==> config.mk <==
export PLATFORM = sky130hd
export DESIGN_NAME = snake_move_sequencer
export DESIGN_NICKNAME = d
export VERILOG_FILES = /design/src/rtl/snake_pkg.sv /design/src/rtl/snake_segment_store.sv /design/src/rtl/snake_move_sequencer.sv
export SDC_FILE = /design/constraint.sdc
export NUM_CORES = 1
export LEC_CHECK = 0
export CORE_ASPECT_RATIO = 0.75
export CORE_MARGIN = 2
export CORE_UTILIZATION = 45
export DETAILED_ROUTE_END_ITERATION = 10
export PLACE_DENSITY_LB_ADDON = 0.25
export REMOVE_ABC_BUFFERS = 1
export SYNTH_ARGS = -nofsm -noshare
export SYNTH_HDL_FRONTEND = slang
export SYNTH_HIERARCHICAL = 1
export SYNTH_SLANG_ARGS = --single-unit
==> constraint.sdc <==
create_clock -name clock_25 -period 3.5 [get_ports clock_25]
set_input_delay 0.7 -clock clock_25 [delete_from_list [all_inputs] [get_ports clock_25]]
set_output_delay 0.7 -clock clock_25 [all_outputs]
set_load 0.05 [all_outputs]
==> src/rtl/snake_pkg.sv <==
// Shared encodings and defaults for the snake movement datapath.
package snake_pkg;

   localparam int SNAKE_GRID_W   = 80;
   localparam int SNAKE_GRID_H   = 60;
   localparam int SNAKE_MAX_LEN  = 15;
   localparam int SNAKE_INIT_LEN = 3;
   localparam int SNAKE_INIT_X   = 40;
   localparam int SNAKE_INIT_Y   = 30;

   typedef enum logic [1:0] {
      DIR_RIGHT = 2'd0,
      DIR_DOWN  = 2'd1,
      DIR_LEFT  = 2'd2,
      DIR_UP    = 2'd3
   } dir_t;

   typedef enum logic [1:0] {
      G_IDLE = 2'd0,
      G_RUN  = 2'd1,
      G_OVER = 2'd2,
      G_INIT = 2'd3
   } game_t;

   typedef enum logic [2:0] {
      S_WAIT    = 3'd0,
      S_TURN    = 3'd1,
      S_PREDICT = 3'd2,
      S_SHIFT   = 3'd3,
      S_HEAD    = 3'd4,
      S_CHECK   = 3'd5,
      S_DONE    = 3'd6
   } seq_t;

   typedef struct packed {
      logic [6:0] x;
      logic [6:0] y;
   } pos_t;

   // Per-direction step in 8-bit two's complement; the extra bit lets a
   // step below zero show up as a large value that fails the wall compare.
   localparam logic [7:0] STEP_DX [4] = '{8'h01, 8'h00, 8'hFF, 8'h00};
   localparam logic [7:0] STEP_DY [4] = '{8'h00, 8'h01, 8'h00, 8'hFF};

endpackage

==> src/rtl/snake_segment_store.sv <==
// Segment position register array with shift, head-write and two read ports.
module snake_segment_store
   import snake_pkg::*;
#(
   parameter int MAX_LEN  = SNAKE_MAX_LEN,
   parameter int INIT_LEN = SNAKE_INIT_LEN,
   parameter int INIT_X   = SNAKE_INIT_X,
   parameter int INIT_Y   = SNAKE_INIT_Y
) (
   input  logic       clock_25,
   input  logic       reset,
   input  logic       init_load,
   input  logic       shift_en,
   input  logic [3:0] shift_idx,
   input  logic       head_we,
   input  pos_t       head_wdata,
   input  logic [3:0] rd_idx,
   output pos_t       rd_pos,
   input  logic [3:0] chk_idx,
   output pos_t       chk_pos,
   output pos_t       head_pos
);

   localparam logic [3:0] MAX_LEN_L = 4'(MAX_LEN);

   pos_t seg_q [MAX_LEN];

   function automatic pos_t init_pos(input int i);
      pos_t p;
      p = '0;
      if (i < INIT_LEN) begin
         p.x = 7'(INIT_X - i);
         p.y = 7'(INIT_Y);
      end
      return p;
   endfunction

   // Load the starting body on reset/restart, otherwise shift one slot or write the head.
   always_ff @(posedge clock_25) begin
      if (reset || init_load) begin
         for (int i = 0; i < MAX_LEN; i++) begin
            seg_q[i] <= init_pos(i);
         end
      end else begin
         if (shift_en && (shift_idx != 4'd0) && (shift_idx < MAX_LEN_L)) begin
            seg_q[shift_idx] <= seg_q[shift_idx - 4'd1];
         end
         if (head_we) begin
            seg_q[0] <= head_wdata;
         end
      end
   end

   // Renderer and collision-scan reads; indices past the array read as (0,0).
   always_comb begin
      rd_pos   = '0;
      chk_pos  = '0;
      head_pos = seg_q[0];
      if (rd_idx < MAX_LEN_L) begin
         rd_pos = seg_q[rd_idx];
      end
      if (chk_idx < MAX_LEN_L) begin
         chk_pos = seg_q[chk_idx];
      end
   end

endmodule

==> src/rtl/snake_move_sequencer.sv <==
// Per-tick snake update sequencer and game state controller.
//
//  state      | meaning
//  -----------+-----------------------------------------------------------
//  G_IDLE     | waiting for first button press after reset
//  G_RUN      | game active, ticks start updates
//  G_OVER     | wall or self hit; waiting for a button to restart
//  G_INIT     | one cycle reload of start position, length, dir, score
//  S_WAIT     | sequencer idle, accepts game_tik in G_RUN
//  S_TURN     | apply latched turn, compute next head
//  S_PREDICT  | wall check and fruit compare
//  S_SHIFT    | copy seg[k-1] to seg[k], k counting down to 1
//  S_HEAD     | write new head, grow length/score on fruit
//  S_CHECK    | compare head against seg[k], k counting down to 1
//  S_DONE     | update_done pulse
module snake_move_sequencer
   import snake_pkg::*;
#(
   parameter int GRID_W   = SNAKE_GRID_W,
   parameter int GRID_H   = SNAKE_GRID_H,
   parameter int MAX_LEN  = SNAKE_MAX_LEN,
   parameter int INIT_LEN = SNAKE_INIT_LEN,
   parameter int INIT_X   = SNAKE_INIT_X,
   parameter int INIT_Y   = SNAKE_INIT_Y
) (
   input  logic       clock_25,
   input  logic       reset,
   input  logic       game_tik,
   input  logic       right,
   input  logic       left,
   input  logic [6:0] fruit_x,
   input  logic [6:0] fruit_y,
   input  logic       fruit_valid,
   input  logic [3:0] seg_rd_idx,
   output logic [6:0] seg_rd_x,
   output logic [6:0] seg_rd_y,
   output logic [6:0] snake_head_x,
   output logic [6:0] snake_head_y,
   output logic [3:0] snake_length,
   output logic [7:0] score,
   output logic       fruit_eaten,
   output logic       collision_detected,
   output logic       busy,
   output logic       update_done
);

   localparam logic [7:0] GRID_W_L   = 8'(GRID_W);
   localparam logic [7:0] GRID_H_L   = 8'(GRID_H);
   localparam logic [3:0] MAX_LEN_L  = 4'(MAX_LEN);
   localparam logic [3:0] INIT_LEN_L = 4'(INIT_LEN);

   game_t      game_q, game_d;
   seq_t       seq_q, seq_d;
   dir_t       dir_q, dir_d;
   logic [3:0] len_q, len_d;
   logic [3:0] idx_q, idx_d;
   logic [7:0] score_q, score_d;
   logic [7:0] nh_x_q, nh_x_d;
   logic [7:0] nh_y_q, nh_y_d;
   logic       grow_q, grow_d;
   logic       pend_r_q, pend_l_q;
   logic       pend_clr;
   logic       shift_en;
   logic       head_we;
   logic       init_load;
   logic       btn;
   pos_t       rd_pos;
   pos_t       chk_pos;
   pos_t       head_pos;
   pos_t       head_wdata;

   assign btn        = right | left;
   assign head_wdata = '{x: nh_x_q[6:0], y: nh_y_q[6:0]};

   snake_segment_store #(
      .MAX_LEN  (MAX_LEN),
      .INIT_LEN (INIT_LEN),
      .INIT_X   (INIT_X),
      .INIT_Y   (INIT_Y)
   ) u_store (
      .clock_25   (clock_25),
      .reset      (reset),
      .init_load  (init_load),
      .shift_en   (shift_en),
      .shift_idx  (idx_q),
      .head_we    (head_we),
      .head_wdata (head_wdata),
      .rd_idx     (seg_rd_idx),
      .rd_pos     (rd_pos),
      .chk_idx    (idx_q),
      .chk_pos    (chk_pos),
      .head_pos   (head_pos)
   );

   // State, counters and latched turn requests.
   always_ff @(posedge clock_25) begin
      if (reset) begin
         game_q   <= G_IDLE;
         seq_q    <= S_WAIT;
         dir_q    <= DIR_RIGHT;
         len_q    <= INIT_LEN_L;
         idx_q    <= '0;
         score_q  <= '0;
         nh_x_q   <= '0;
         nh_y_q   <= '0;
         grow_q   <= 1'b0;
         pend_r_q <= 1'b0;
         pend_l_q <= 1'b0;
      end else begin
         game_q   <= game_d;
         seq_q    <= seq_d;
         dir_q    <= dir_d;
         len_q    <= len_d;
         idx_q    <= idx_d;
         score_q  <= score_d;
         nh_x_q   <= nh_x_d;
         nh_y_q   <= nh_y_d;
         grow_q   <= grow_d;
         // A pulse landing in the TURN cycle survives for the next tick.
         pend_r_q <= (pend_r_q & ~pend_clr) | (right & (game_q == G_RUN));
         pend_l_q <= (pend_l_q & ~pend_clr) | (left & (game_q == G_RUN));
      end
   end

   // Next-state logic for the update sequence and the game state.
   always_comb begin
      game_d    = game_q;
      seq_d     = seq_q;
      dir_d     = dir_q;
      len_d     = len_q;
      idx_d     = idx_q;
      score_d   = score_q;
      nh_x_d    = nh_x_q;
      nh_y_d    = nh_y_q;
      grow_d    = grow_q;
      pend_clr  = 1'b0;
      shift_en  = 1'b0;
      head_we   = 1'b0;
      init_load = 1'b0;

      unique case (seq_q)
         S_WAIT: begin
            if ((game_q == G_RUN) && game_tik) begin
               seq_d = S_TURN;
            end
         end
         S_TURN: begin
            pend_clr = 1'b1;
            if (pend_r_q && !pend_l_q) begin
               dir_d = dir_t'(2'(dir_q + 2'd1));
            end else if (pend_l_q && !pend_r_q) begin
               dir_d = dir_t'(2'(dir_q - 2'd1));
            end
            nh_x_d = {1'b0, head_pos.x} + STEP_DX[dir_d];
            nh_y_d = {1'b0, head_pos.y} + STEP_DY[dir_d];
            seq_d  = S_PREDICT;
         end
         S_PREDICT: begin
            if ((nh_x_q >= GRID_W_L) || (nh_y_q >= GRID_H_L)) begin
               game_d = G_OVER;
               seq_d  = S_DONE;
            end else begin
               grow_d = fruit_valid && (nh_x_q[6:0] == fruit_x) && (nh_y_q[6:0] == fruit_y);
               if (grow_d && (len_q < MAX_LEN_L)) begin
                  idx_d = len_q;
               end else begin
                  idx_d = len_q - 4'd1;
               end
               seq_d = S_SHIFT;
            end
         end
         S_SHIFT: begin
            shift_en = 1'b1;
            if (idx_q <= 4'd1) begin
               seq_d = S_HEAD;
            end else begin
               idx_d = idx_q - 4'd1;
            end
         end
         S_HEAD: begin
            head_we = 1'b1;
            if (grow_q) begin
               if (len_q < MAX_LEN_L) begin
                  len_d = len_q + 4'd1;
               end
               if (score_q != 8'hFF) begin
                  score_d = score_q + 8'd1;
               end
            end
            idx_d = len_d - 4'd1;
            seq_d = S_CHECK;
         end
         S_CHECK: begin
            if (chk_pos == head_pos) begin
               game_d = G_OVER;
               seq_d  = S_DONE;
            end else if (idx_q <= 4'd1) begin
               seq_d = S_DONE;
            end else begin
               idx_d = idx_q - 4'd1;
            end
         end
         S_DONE: begin
            seq_d = S_WAIT;
         end
         default: begin
            seq_d = S_WAIT;
         end
      endcase

      unique case (game_q)
         G_IDLE: begin
            if (btn) begin
               game_d = G_RUN;
            end
         end
         G_OVER: begin
            if (btn) begin
               game_d = G_INIT;
            end
         end
         G_INIT: begin
            init_load = 1'b1;
            pend_clr  = 1'b1;
            len_d     = INIT_LEN_L;
            dir_d     = DIR_RIGHT;
            score_d   = '0;
            idx_d     = '0;
            grow_d    = 1'b0;
            seq_d     = S_WAIT;
            game_d    = G_RUN;
         end
         default: ;
      endcase
   end

   // Status and read-back outputs, decoded from registered state.
   always_comb begin
      seg_rd_x           = rd_pos.x;
      seg_rd_y           = rd_pos.y;
      snake_head_x       = head_pos.x;
      snake_head_y       = head_pos.y;
      snake_length       = len_q;
      score              = score_q;
      fruit_eaten        = (seq_q == S_HEAD) && grow_q;
      collision_detected = (game_q == G_OVER);
      busy               = (seq_q != S_WAIT) && (seq_q != S_DONE);
      update_done        = (seq_q == S_DONE);
   end

endmodule

==> reports/metrics.cfg, run 1 <==
[sta]
slew_violations=0
min_period_over_period_pct=100
hold_viol=0
rsz0062_at_grt=yes
hold_ws_ns=0.495
skew_ns=0.00942
setup_viol=2
layout_setup_ws_ns=-0.0128
fmax_mhz=285
max_slew_margin_pct=41.6
final.setup.tns_ns=-0.0207
period_needed_ns=3.51
tightest_slew_ns=0.876

[floorplanning]
fp.dieW_um=231
core_mm2=0.0382
initial_core_util_pct=45.5
die_y_um=174
ioPinCount=68
die_area_mm2=0.0402
rows=62

[cts]
cts_tree=done
clk_path_buf_depth=3
insertion_delay_ns=0.57
h-tree-depth=1
cts_root_buffer=clkbuf_16
cts_buffers=29
cts_num_sinks=266
ctsHoldBuffers=0
clkTransAtPathRegs_ns=0.06

[critical_path]
critPathTopFamily=buffers and inverters
worst-path-buf-inv=2
worstPathRequired_ns=2.80
critPathLaunchType=input pin
critPathCaptureType=output port
worstPathArrival_ns=2.81
slowest_delay_ns=0.70
crit_type=input pin to output port
cp_cell_sequence=clkdlybuf4s50_1, nor2_2, a221oi_1, a21oi_1, o221ai_1, buf_12
crit_fanout=13
slowest_stage=nor2_2

[route]
firstDrtPassIters=6
routed_wl_um=57700
wire_per_inst_um=25.8
vias=14600
drt_iter0_markers=1626
drc=0
final_antenna_net_count=0
wl_met2_um=25100
wl_met1_um=24800
viasPerCell=6.52
top_layer=met4
wl_met3_um=6300

[synth]
async_flop_share_pct=0
synth_edf_count=224
synth_top_cell_by_area=edfxtp_1
syn_area_per_cell_um2=10.7
synth_seq_cells=266
synthTopCellsByCount=edfxtp_1 (224), mux2i_1 (212), nor2_1 (158), nand3_1 (125), nand2_1 (93)
synth.most_common_cell=edfxtp_1
synth_top_cell_area_share_pct=38.7
yosys-top-cells-area=edfxtp_1 (39%), mux2i_1 (12%), mux4_2 (7.5%)
syn_inst=1625
mappedNetlistArea_mm2=0.0174
ys.flop_type=edfxtp_1
ys_types=70
yosys_warnings=6
ys_seq_area_share_pct=43.6

[global_routing]
first_global_vias=14000
grt_max_degree=57
grt_overflow=0
antenna_found_initial=0
gr-usage-all-layers_pct=28.3
grt_first_pass_wirelength_um=86500

[outcome]
status=finished, violations left
violations=setup timing

[power_and_ir_drop]
ir_worst_vdd_mv=0.476
power.density_mw_per_mm2=746
p_leak_nw=7.19

[run]
cap_violations=0

[placement]
io_buffers=67
dp_hpwl_um=41600
place_congestion=0.938
dp.cells=2183

[cells_and_area]
areaGrowthSynthToFinish_pct=16.2
layout-drive-gt1-share_pct=16.9
fin_cells=2235
diodes=0
nNetsFinal=1754

[min_path]
min_path_type=flop to flop

==> sequential cells by signal, summed over array words and instances, names as in the netlist, 2 cells and up <==
signal	cells
snake_length	4
nh_y_q	8
game_q	2
u_store/seg_q	224
idx_q	4
score	8
nh_x_q	8
dir_q	2
seq_q	3
==> stage by stage <==
step / instance area, um^2 / utilization, % / worst slack, ns / total power, mW
floorplan: 16600 / - / -7.30 / 8.92
global placement: 19200 / 50.4 / -0.257 / 11.7
detailed placement: 19200 / 50.4 / -0.331 / 11.9
CTS: 20200 / 52.9 / 0.0938 / 14.9
global route: 20200 / 52.9 / -0.0409 / 15.7
finish: 20200 / 52.9 / -0.0128 / 15.1
==> final timing paths <==
path | start | endpoint | slack, ns | cells after the start
setup / recovery | seg_rd_idx[2] | seg_rd_x[2] | -0.01 | 6
hold / removal | nh_x_q[3]$_SDFFE_PP0P_ | nh_x_q[3]$_SDFFE_PP0P_ | 0.49 | 2
setup reg to reg | idx_q[1]$_SDFFE_PP0P_ | idx_q[3]$_SDFFE_PP0P_ | 0.19 | 13
hold reg to reg | nh_x_q[3]$_SDFFE_PP0P_ | nh_x_q[3]$_SDFFE_PP0P_ | 0.49 | 2
==> routing by layer <==
metal | global-route usage [%] | vias up
met2 | 42.6 | 852
met3 | 4.81 | 115
met1 | 42.0 | 7255
met5 | 0 | -
met4 | 8.04 | 0
li1 | - | 6346
==> timing repair <==
action / CTS / global route
resized for setup: 2 / 2
endpoints found under the hold margin: 0 / 0
endpoints found under the setup margin: 13 / 7
setup buffers: 0 / 1
==> kinds of logic (layout without fill, tap and decap cells) <==
| logic type | after synthesis | in the layout | share of synthesized area (%) |
|---|---|---|---|
| AND/OR/NAND/NOR | 522 | 522 | 14.9 |
| AO/OA/AOI/OAI | 289 | 289 | 11.4 |
| multiplexers | 270 | 270 | 19.7 |
| flip-flops | 266 | 266 | 43.6 |
| buffers and inverters | 194 | 279 | 5.37 |
| XOR/XNOR | 56 | 56 | 2.95 |
| adder cells (fa/ha/maj) | 27 | 27 | 2.03 |
| other | 1 | 14 | 0.0216 |
==> worst reg2reg max path, cell delays in order, from the launching register on <==
cell and delay (ns):
dfxtp_2 0.40, buf_4 0.32, nand2b_1 0.27, buf_12 0.18
o22ai_1 0.13, a32oi_1 0.21, o21ai_0 0.13, xnor2_1 0.29
nand4_1 0.28, nor4_4 0.33, buf_4 0.20, a31oi_4 0.15
o21ai_0 0.27, a21oi_1 0.06
==> cell usage in the layout (no fill, tap or decap), types with 7 or more instances in the layout <==
cell type | Yosys | final
or2_2 | 7 | 7
nand4_1 | 44 | 44
a22oi_1 | 17 | 17
a211oi_1 | 7 | 7
nor2_1 | 158 | 155
o221ai_1 | 25 | 25
nor2b_1 | 13 | 12
and3_1 | 9 | 9
xor2_1 | 12 | 11
edfxtp_1 | 224 | 224
dfxtp_1 | 42 | 38
xnor2_1 | 41 | 40
conb_1 | 1 | 14
nand3_1 | 125 | 125
mux2i_1 | 212 | 212
inv_1 | 41 | 40
clkbuf_16 | 0 | 30
o22ai_1 | 77 | 77
buf_4 | 19 | 105
a221oi_1 | 26 | 26
nand2_1 | 93 | 93
mux4_2 | 58 | 58
nor3_1 | 22 | 22
o21ai_0 | 33 | 33
clkdlybuf4s50_1 | 0 | 51
o22ai_2 | 10 | 10
ha_1 | 25 | 24
nand2b_1 | 8 | 8
a21oi_1 | 68 | 68
buf_12 | 0 | 29
==> layout make-up <==
| type | count | area [um^2] |
|---|---|---|
| inverter | 41 | 154 |
| fill | 3407 | 18000 |
| tap | 512 | 641 |
| clock buffer | 41 | 850 |
| multi-input combinational | 1178 | 8980 |
| clock inverter | 10 | 95.1 |
| timing repair buffer | 187 | 1900 |
| sequential | 266 | 7570 |
==> power breakdown <==
part           total (mW)  switching, mW  internal [mW]  leakage (nW)
registers            4.06          0.281           3.78          2.58
logic                7.88           4.96           2.93          4.14
clock network        3.11           1.29           1.82         0.470
Power figures use the tool's default switching activity.
==> run 2, diff against run 1 <==
- CTS_BUF_LIST: default -> sky130_fd_sc_hd__clkbuf_8
==> reports/metrics.cfg, run 2 (same netlist as run 1, synthesis figures left out) <==
[outcome]
status=complete, no violations

[power_and_ir_drop]
p_switching_mw=6.60  ; +1.1%
pwr-share-seq_pct=28.0  ; +1.0 points
p_leak_nw=7.18  ; -0.11%
power.density_mw_per_mm2=725  ; -2.7%
p_int_mw=7.93  ; -7.0%
ir_worst_vdd_mv=0.452  ; -5.1%
p_comb_share_pct=54.4  ; +2.0 points
clkPwrFrac_pct=17.6  ; -3.1 points
p_sw_share_pct=45.4  ; +2.1 points

[route]
viasPerCell=6.48  ; -0.53%
drc=0  ; unchanged
drt_iter0_markers=1672  ; +2.8%
wire_per_inst_um=25.7  ; -0.69%
vias=14700  ; +0.80%
firstDrtPassIters=6  ; unchanged
routed_wl_um=58100  ; +0.65%
final_antenna_net_count=0  ; unchanged

[cts]
cts_root_buffer=clkbuf_8
cts_tree=done
cts_num_sinks=266  ; unchanged
insertion_delay_ns=0.61  ; +0.04 ns
clk_path_buf_depth=3  ; unchanged
ctsHoldBuffers=0  ; unchanged
cts_buffers=44  ; +52%
h-tree-depth=2  ; +1
clkTransAtPathRegs_ns=0.06  ; about the same

[critical_path]
critPathCaptureType=output port
r2r_cells=11  ; -2
crit_type=input pin to output port
timing.rr.end=idx_q[3]$_SDFFE_PP0P_
worstPathArrival_ns=2.79  ; -0.02 ns
cp_cell_sequence=clkdlybuf4s50_1, nor2_2, a221oi_1, a21oi_1, o221ai_1, buf_12
critPathLaunchType=input pin
cp-startpoint=seg_rd_idx[2]
worst-path-buf-inv=2  ; unchanged
r2r-start=idx_q[0]$_SDFFE_PP0P_
slowest_stage=nor2_2
critPathTopFamily=buffers and inverters
slowest_delay_ns=0.69  ; about the same
crit_fanout=13  ; unchanged
cp.depth=6  ; unchanged
reg2reg_slack_ns=0.14  ; -0.05 ns
worstPathRequired_ns=2.80  ; about the same
crit_path_end=seg_rd_x[2]

[floorplanning]
initial_core_util_pct=45.5  ; unchanged
rows=62  ; unchanged
ioPinCount=68  ; unchanged
die_y_um=174  ; unchanged
die_area_mm2=0.0402  ; unchanged
core_mm2=0.0382  ; unchanged
fp.dieW_um=231  ; unchanged

[run]
cap_violations=0  ; unchanged

[cells_and_area]
layout-drive-gt1-share_pct=17.3  ; +0.45 points
layout_common_cells=edfxtp_1 (224), mux2i_1 (212), nor2_1 (155), nand3_1 (125), buf_4 (105)
largest-register=u_store/seg_q
post-route-util_pct=52.5  ; -0.43 points
largest_reg_flops=224  ; unchanged
nNetsFinal=1769  ; +0.86%
diodes=0  ; unchanged
design_area_mm2=0.0200  ; -0.81%
layout_commonest_cell=edfxtp_1
areaGrowthSynthToFinish_pct=15.3

[sta]
fmax_mhz=287  ; +0.71%
rsz0062_at_grt=yes
period_needed_ns=3.49  ; -0.0248 ns
max_slew_margin_pct=42.6  ; +1.1 points
slew_violations=0  ; unchanged
tightest_slew_ns=0.860  ; -0.0161 ns
setup_viol=0  ; -2
hold_viol=0  ; unchanged
skew_ns=0.0325  ; +0.0231 ns
min_period_over_period_pct=99.7  ; -0.71 points

[global_routing]
antenna_found_initial=0  ; unchanged
grt_first_pass_wirelength_um=87000  ; +0.62%
grt_overflow=0  ; unchanged
gr-usage-all-layers_pct=28.5  ; +0.21 points
grt_max_degree=57  ; unchanged
first_global_vias=14200  ; +1.7%

[placement]
dpl-instance-area_mm2=0.0192  ; unchanged
dp_hpwl_um=41600  ; unchanged
place_congestion=0.938  ; unchanged
io_buffers=67  ; unchanged

[min_path]
min_path_type=flop to flop

run 2: cell types whose count changed in the layout (fill, tap and decap cells not counted), sizes merged:
cell,delta
bufinv,-2
clkinvlp,+2
clkinv,+9
inv,+16
clkbuf,+5
run 2: final cells by class:
class | count | area [um^2]
fill | 3448 | 18100
multi-input combinational | 1178 | 8980
sequential | 266 | 7570
timing repair buffer | 187 | 1900
tap | 512 | 641
clock buffer | 46 | 633
inverter | 41 | 154
clock inverter | 35 | 149
run 2: per-layer routing:
| layer | track usage [%] | vias to the layer above | routed length [um] |
|---|---|---|---|
| li1 | - | 6395 | - |
| met2 | 42.3 | 878 | 25200 |
| met4 | 8.87 | 0 | 1540 |
| met1 | 42.0 | 7284 | 25300 |
| met3 | 5.54 | 128 | 6100 |
| met5 | 0 | - | 0 |
run 2: worst min path at each step:
stage / slack, ns / to / from / cells after the start
floorplan: 0.45 / nh_x_q[3]$_SDFFE_PP0P_ / nh_x_q[3]$_SDFFE_PP0P_ / 2
CTS: 0.49 / nh_x_q[3]$_SDFFE_PP0P_ / nh_x_q[3]$_SDFFE_PP0P_ / 2
detailed placement: 0.48 / nh_x_q[3]$_SDFFE_PP0P_ / nh_x_q[3]$_SDFFE_PP0P_ / 2
global route: 0.52 / nh_x_q[3]$_SDFFE_PP0P_ / nh_x_q[3]$_SDFFE_PP0P_ / 2
finish: 0.50 / nh_x_q[3]$_SDFFE_PP0P_ / nh_x_q[3]$_SDFFE_PP0P_ / 2
global placement: 0.48 / nh_x_q[3]$_SDFFE_PP0P_ / nh_x_q[3]$_SDFFE_PP0P_ / 2
run 2: power groups by stage:
| stage | clock (mW) | combinational [mW] | sequential [mW] |
|---|---|---|---|
| 5_1_grt | 2.72 | 8.34 | 4.09 |
| 2_1_floorplan | 0 | 4.69 | 4.23 |
| 3_5_place_dp | 0 | 7.72 | 4.13 |
| 4_1_cts | 2.60 | 7.75 | 4.07 |
| 6_report | 2.55 | 7.91 | 4.07 |
| 3_3_place_gp | 0 | 7.63 | 4.12 |
run 2: what timing repair did:
item | in CTS | in global routing
resized for setup | 2 | 2
buffers inserted | 0 | 1
endpoints found under the setup margin | 13 | 8
cloned | 0 | 0
run 2: worst reg2reg max path, cell delays in order (launching register included):
cell and delay, ns:
dfxtp_4 0.57, buf_6 0.25, mux4_2 0.52, a211oi_1 0.40
a31oi_1 0.10, xnor2_1 0.41, nand2_1 0.16, nor4_4 0.16
buf_4 0.19, a31oi_4 0.15, o21ai_0 0.27, a21oi_1 0.06
run 2: per-stage QoR:
stage	hold slack (ns)	setup TNS, ns	setup WS, ns	power [mW]	cells
floorplan	0.447	-2118.43	-7.30	8.92	1485
global placement	0.484	-2.65	-0.257	11.7	2183
detailed placement	0.483	-3.46	-0.331	11.9	2183
CTS	0.491	0	0.0965	14.4	2264
global route	0.517	-0.0867	-0.0380	15.2	2265
finish	0.499	0	0.0120	14.5	2265
==> run 3, diff against run 2 <==
- CORE_UTILIZATION: 45 -> 55
- clock period: 3.5 -> 4.1 ns (I/O delays scaled with it)
==> reports/metrics.cfg, run 3 (same netlist as run 1, synthesis figures left out) <==
[sta]
fmax_mhz=261
rsz0062_at_grt=no
hold_viol=0  ; unchanged
min_period_over_period_pct=93.6
max_slew_margin_pct=29.7  ; -13 points
hold_ws_ns=0.494  ; -0.00514 ns
setup_viol=0  ; unchanged
tightest_slew_ns=1.05  ; +0.192 ns
slew_violations=0  ; unchanged
skew_ns=0.0419  ; +0.00938 ns
period_needed_ns=3.84

[outcome]
status=complete, no violations

[cells_and_area]
diodes=0  ; unchanged
layout_common_cells=edfxtp_1 (224), mux2i_1 (212), nor2_1 (156), nand3_1 (125), nand2_1 (93)
layout_commonest_cell=edfxtp_1
post-route-util_pct=61.7  ; +9.3 points
largest_reg_flops=224  ; unchanged
largest-register=u_store/seg_q
layout-drive-gt1-share_pct=13.9  ; -3.4 points
areaGrowthSynthToFinish_pct=10.8
nNetsFinal=1706  ; -3.6%

[critical_path]
timing.rr.end=idx_q[2]$_SDFFE_PP0P_
r2r_cells=11  ; unchanged
r2r-start=idx_q[1]$_SDFFE_PP0P_
critPathCaptureType=output port
crit_fanout=13  ; unchanged
worstPathRequired_ns=3.28  ; +0.48 ns
worstPathArrival_ns=3.02  ; +0.23 ns
crit_path_end=seg_rd_y[0]
critPathLaunchType=input pin
crit_type=input pin to output port
reg2reg_slack_ns=0.39  ; +0.25 ns
cp-startpoint=seg_rd_idx[2]

[power_and_ir_drop]
p_int_mw=6.30  ; -21%
p_sw_share_pct=45.9  ; +0.50 points
power.total_mw=11.7  ; -20%
ir_worst_vdd_mv=0.627  ; +39%
clkPwrFrac_pct=18.7  ; +1.1 points
p_leak_nw=6.82  ; -5.0%
pwr-share-seq_pct=30.0  ; +2.0 points
p_switching_mw=5.35  ; -19%
p_comb_share_pct=51.3  ; -3.1 points
power.density_mw_per_mm2=605  ; -17%

[placement]
dp_hpwl_um=37500  ; -9.9%
place_congestion=0.943  ; +0.54%
io_buffers=67  ; unchanged

[cts]
cts_tree=done
h-tree-depth=2  ; unchanged
cts_buffers=44  ; unchanged
clkTransAtPathRegs_ns=0.06  ; about the same
cts_root_buffer=clkbuf_8
insertion_delay_ns=0.59  ; -0.02 ns
cts_setup_buffers=0  ; unchanged
clk_path_buf_depth=3  ; unchanged
cts_num_sinks=266  ; unchanged
ctsHoldBuffers=0  ; unchanged

[route]
vias=14400  ; -1.9%
firstDrtPassIters=5  ; -1
viasPerCell=6.88  ; +6.1%
drt_iter0_markers=2101  ; +26%
drc=0  ; unchanged
final_antenna_net_count=0  ; unchanged
wire_per_inst_um=25.2  ; -1.6%
routed_wl_um=52900  ; -9.0%

[run]
cap_violations=0  ; unchanged

[floorplanning]
die_y_um=158  ; -9.3%
rows=56  ; -9.7%
ioPinCount=68  ; unchanged
fp.dieW_um=209  ; -9.4%
core_mm2=0.0312  ; -18%
initial_core_util_pct=55.7  ; +10 points
die_area_mm2=0.0330  ; -18%

[global_routing]
gr-usage-all-layers_pct=31.8  ; +3.3 points
grt_overflow=0  ; unchanged
grt_first_pass_wirelength_um=79800  ; -8.3%
grt_max_degree=57  ; unchanged
first_global_vias=13500  ; -5.4%
antenna_found_initial=0  ; unchanged

[min_path]
min_path_type=flop to flop

[run 3: changes by cell type in the layout (fill, tap and decap cells not counted), sizes merged]
cell / delta
clkinvlp: -2
buf: -63
clkinv: -4
clkbuf: +2
inv: +2
[run 3: per-stage QoR]
step            TNS, ns  setup slack (ns)  cell area [um^2]  std cells
2_1_floorplan  -1869.43             -6.70             16600       1485
3_3_place_gp          0             0.213             18500       2015
3_5_place_dp          0            0.0987             18500       2015
4_1_cts               0            0.0757             19200       2094
5_1_grt               0             0.230             19300       2094
6_report              0             0.263             19300       2094
[run 3: how the worst min path moves through the flow]
stage	startpoint	to	slack, ns	depth (start not counted)
3_3_place_gp	nh_y_q[0]$_SDFFE_PP0P_	nh_y_q[0]$_SDFFE_PP0P_	0.47	2
4_1_cts	nh_x_q[3]$_SDFFE_PP0P_	nh_x_q[3]$_SDFFE_PP0P_	0.50	2
5_1_grt	nh_x_q[2]$_SDFFE_PP0P_	nh_x_q[2]$_SDFFE_PP0P_	0.53	2
6_report	nh_x_q[3]$_SDFFE_PP0P_	nh_x_q[3]$_SDFFE_PP0P_	0.49	2
2_1_floorplan	nh_x_q[3]$_SDFFE_PP0P_	nh_x_q[3]$_SDFFE_PP0P_	0.45	2
3_5_place_dp	nh_x_q[3]$_SDFFE_PP0P_	nh_x_q[3]$_SDFFE_PP0P_	0.49	2
[run 3: power by group through the flow]
stage / Clock [mW] / Sequential (mW) / Combinational, mW
floorplan: 0 / 3.61 / 4.09
global placement: 0 / 3.53 / 5.77
detailed placement: 0 / 3.54 / 5.86
CTS: 2.21 / 3.49 / 5.87
global route: 2.32 / 3.52 / 6.35
finish: 2.18 / 3.50 / 5.98
[run 3: layer usage]
metal  global-route usage (%)  up-vias  part of all wire (%)
li1                         -     6270                     -
met1                     46.9     7096                    42
met2                     47.9      942                    44
met3                     6.65      102                    12
met4                     8.20        0                   2.0
met5                        0        -                     0
[run 3: timing repair]
item                                    in CTS  in global routing
endpoints found under the setup margin       0                 10
endpoints found under the hold margin        0                  0
gates resized for setup                      0                  2
[run 3: area by class of cell]
class	instances	area, um^2
Fill cell	2557	11900
Multi-Input combinational cell	1178	8980
Sequential cell	266	7570
Timing Repair Buffer	124	1260
Clock buffer	48	661
Tap cell	406	508
Inverter	41	154
Clock inverter	31	124
[run 3: worst max-delay path: stages]
cell             delay (ns)
clkdlybuf4s50_1        0.46
nor2_2                 0.66
a221oi_1               0.27
a21oi_1                0.23
o221ai_1               0.31
buf_12                 0.26
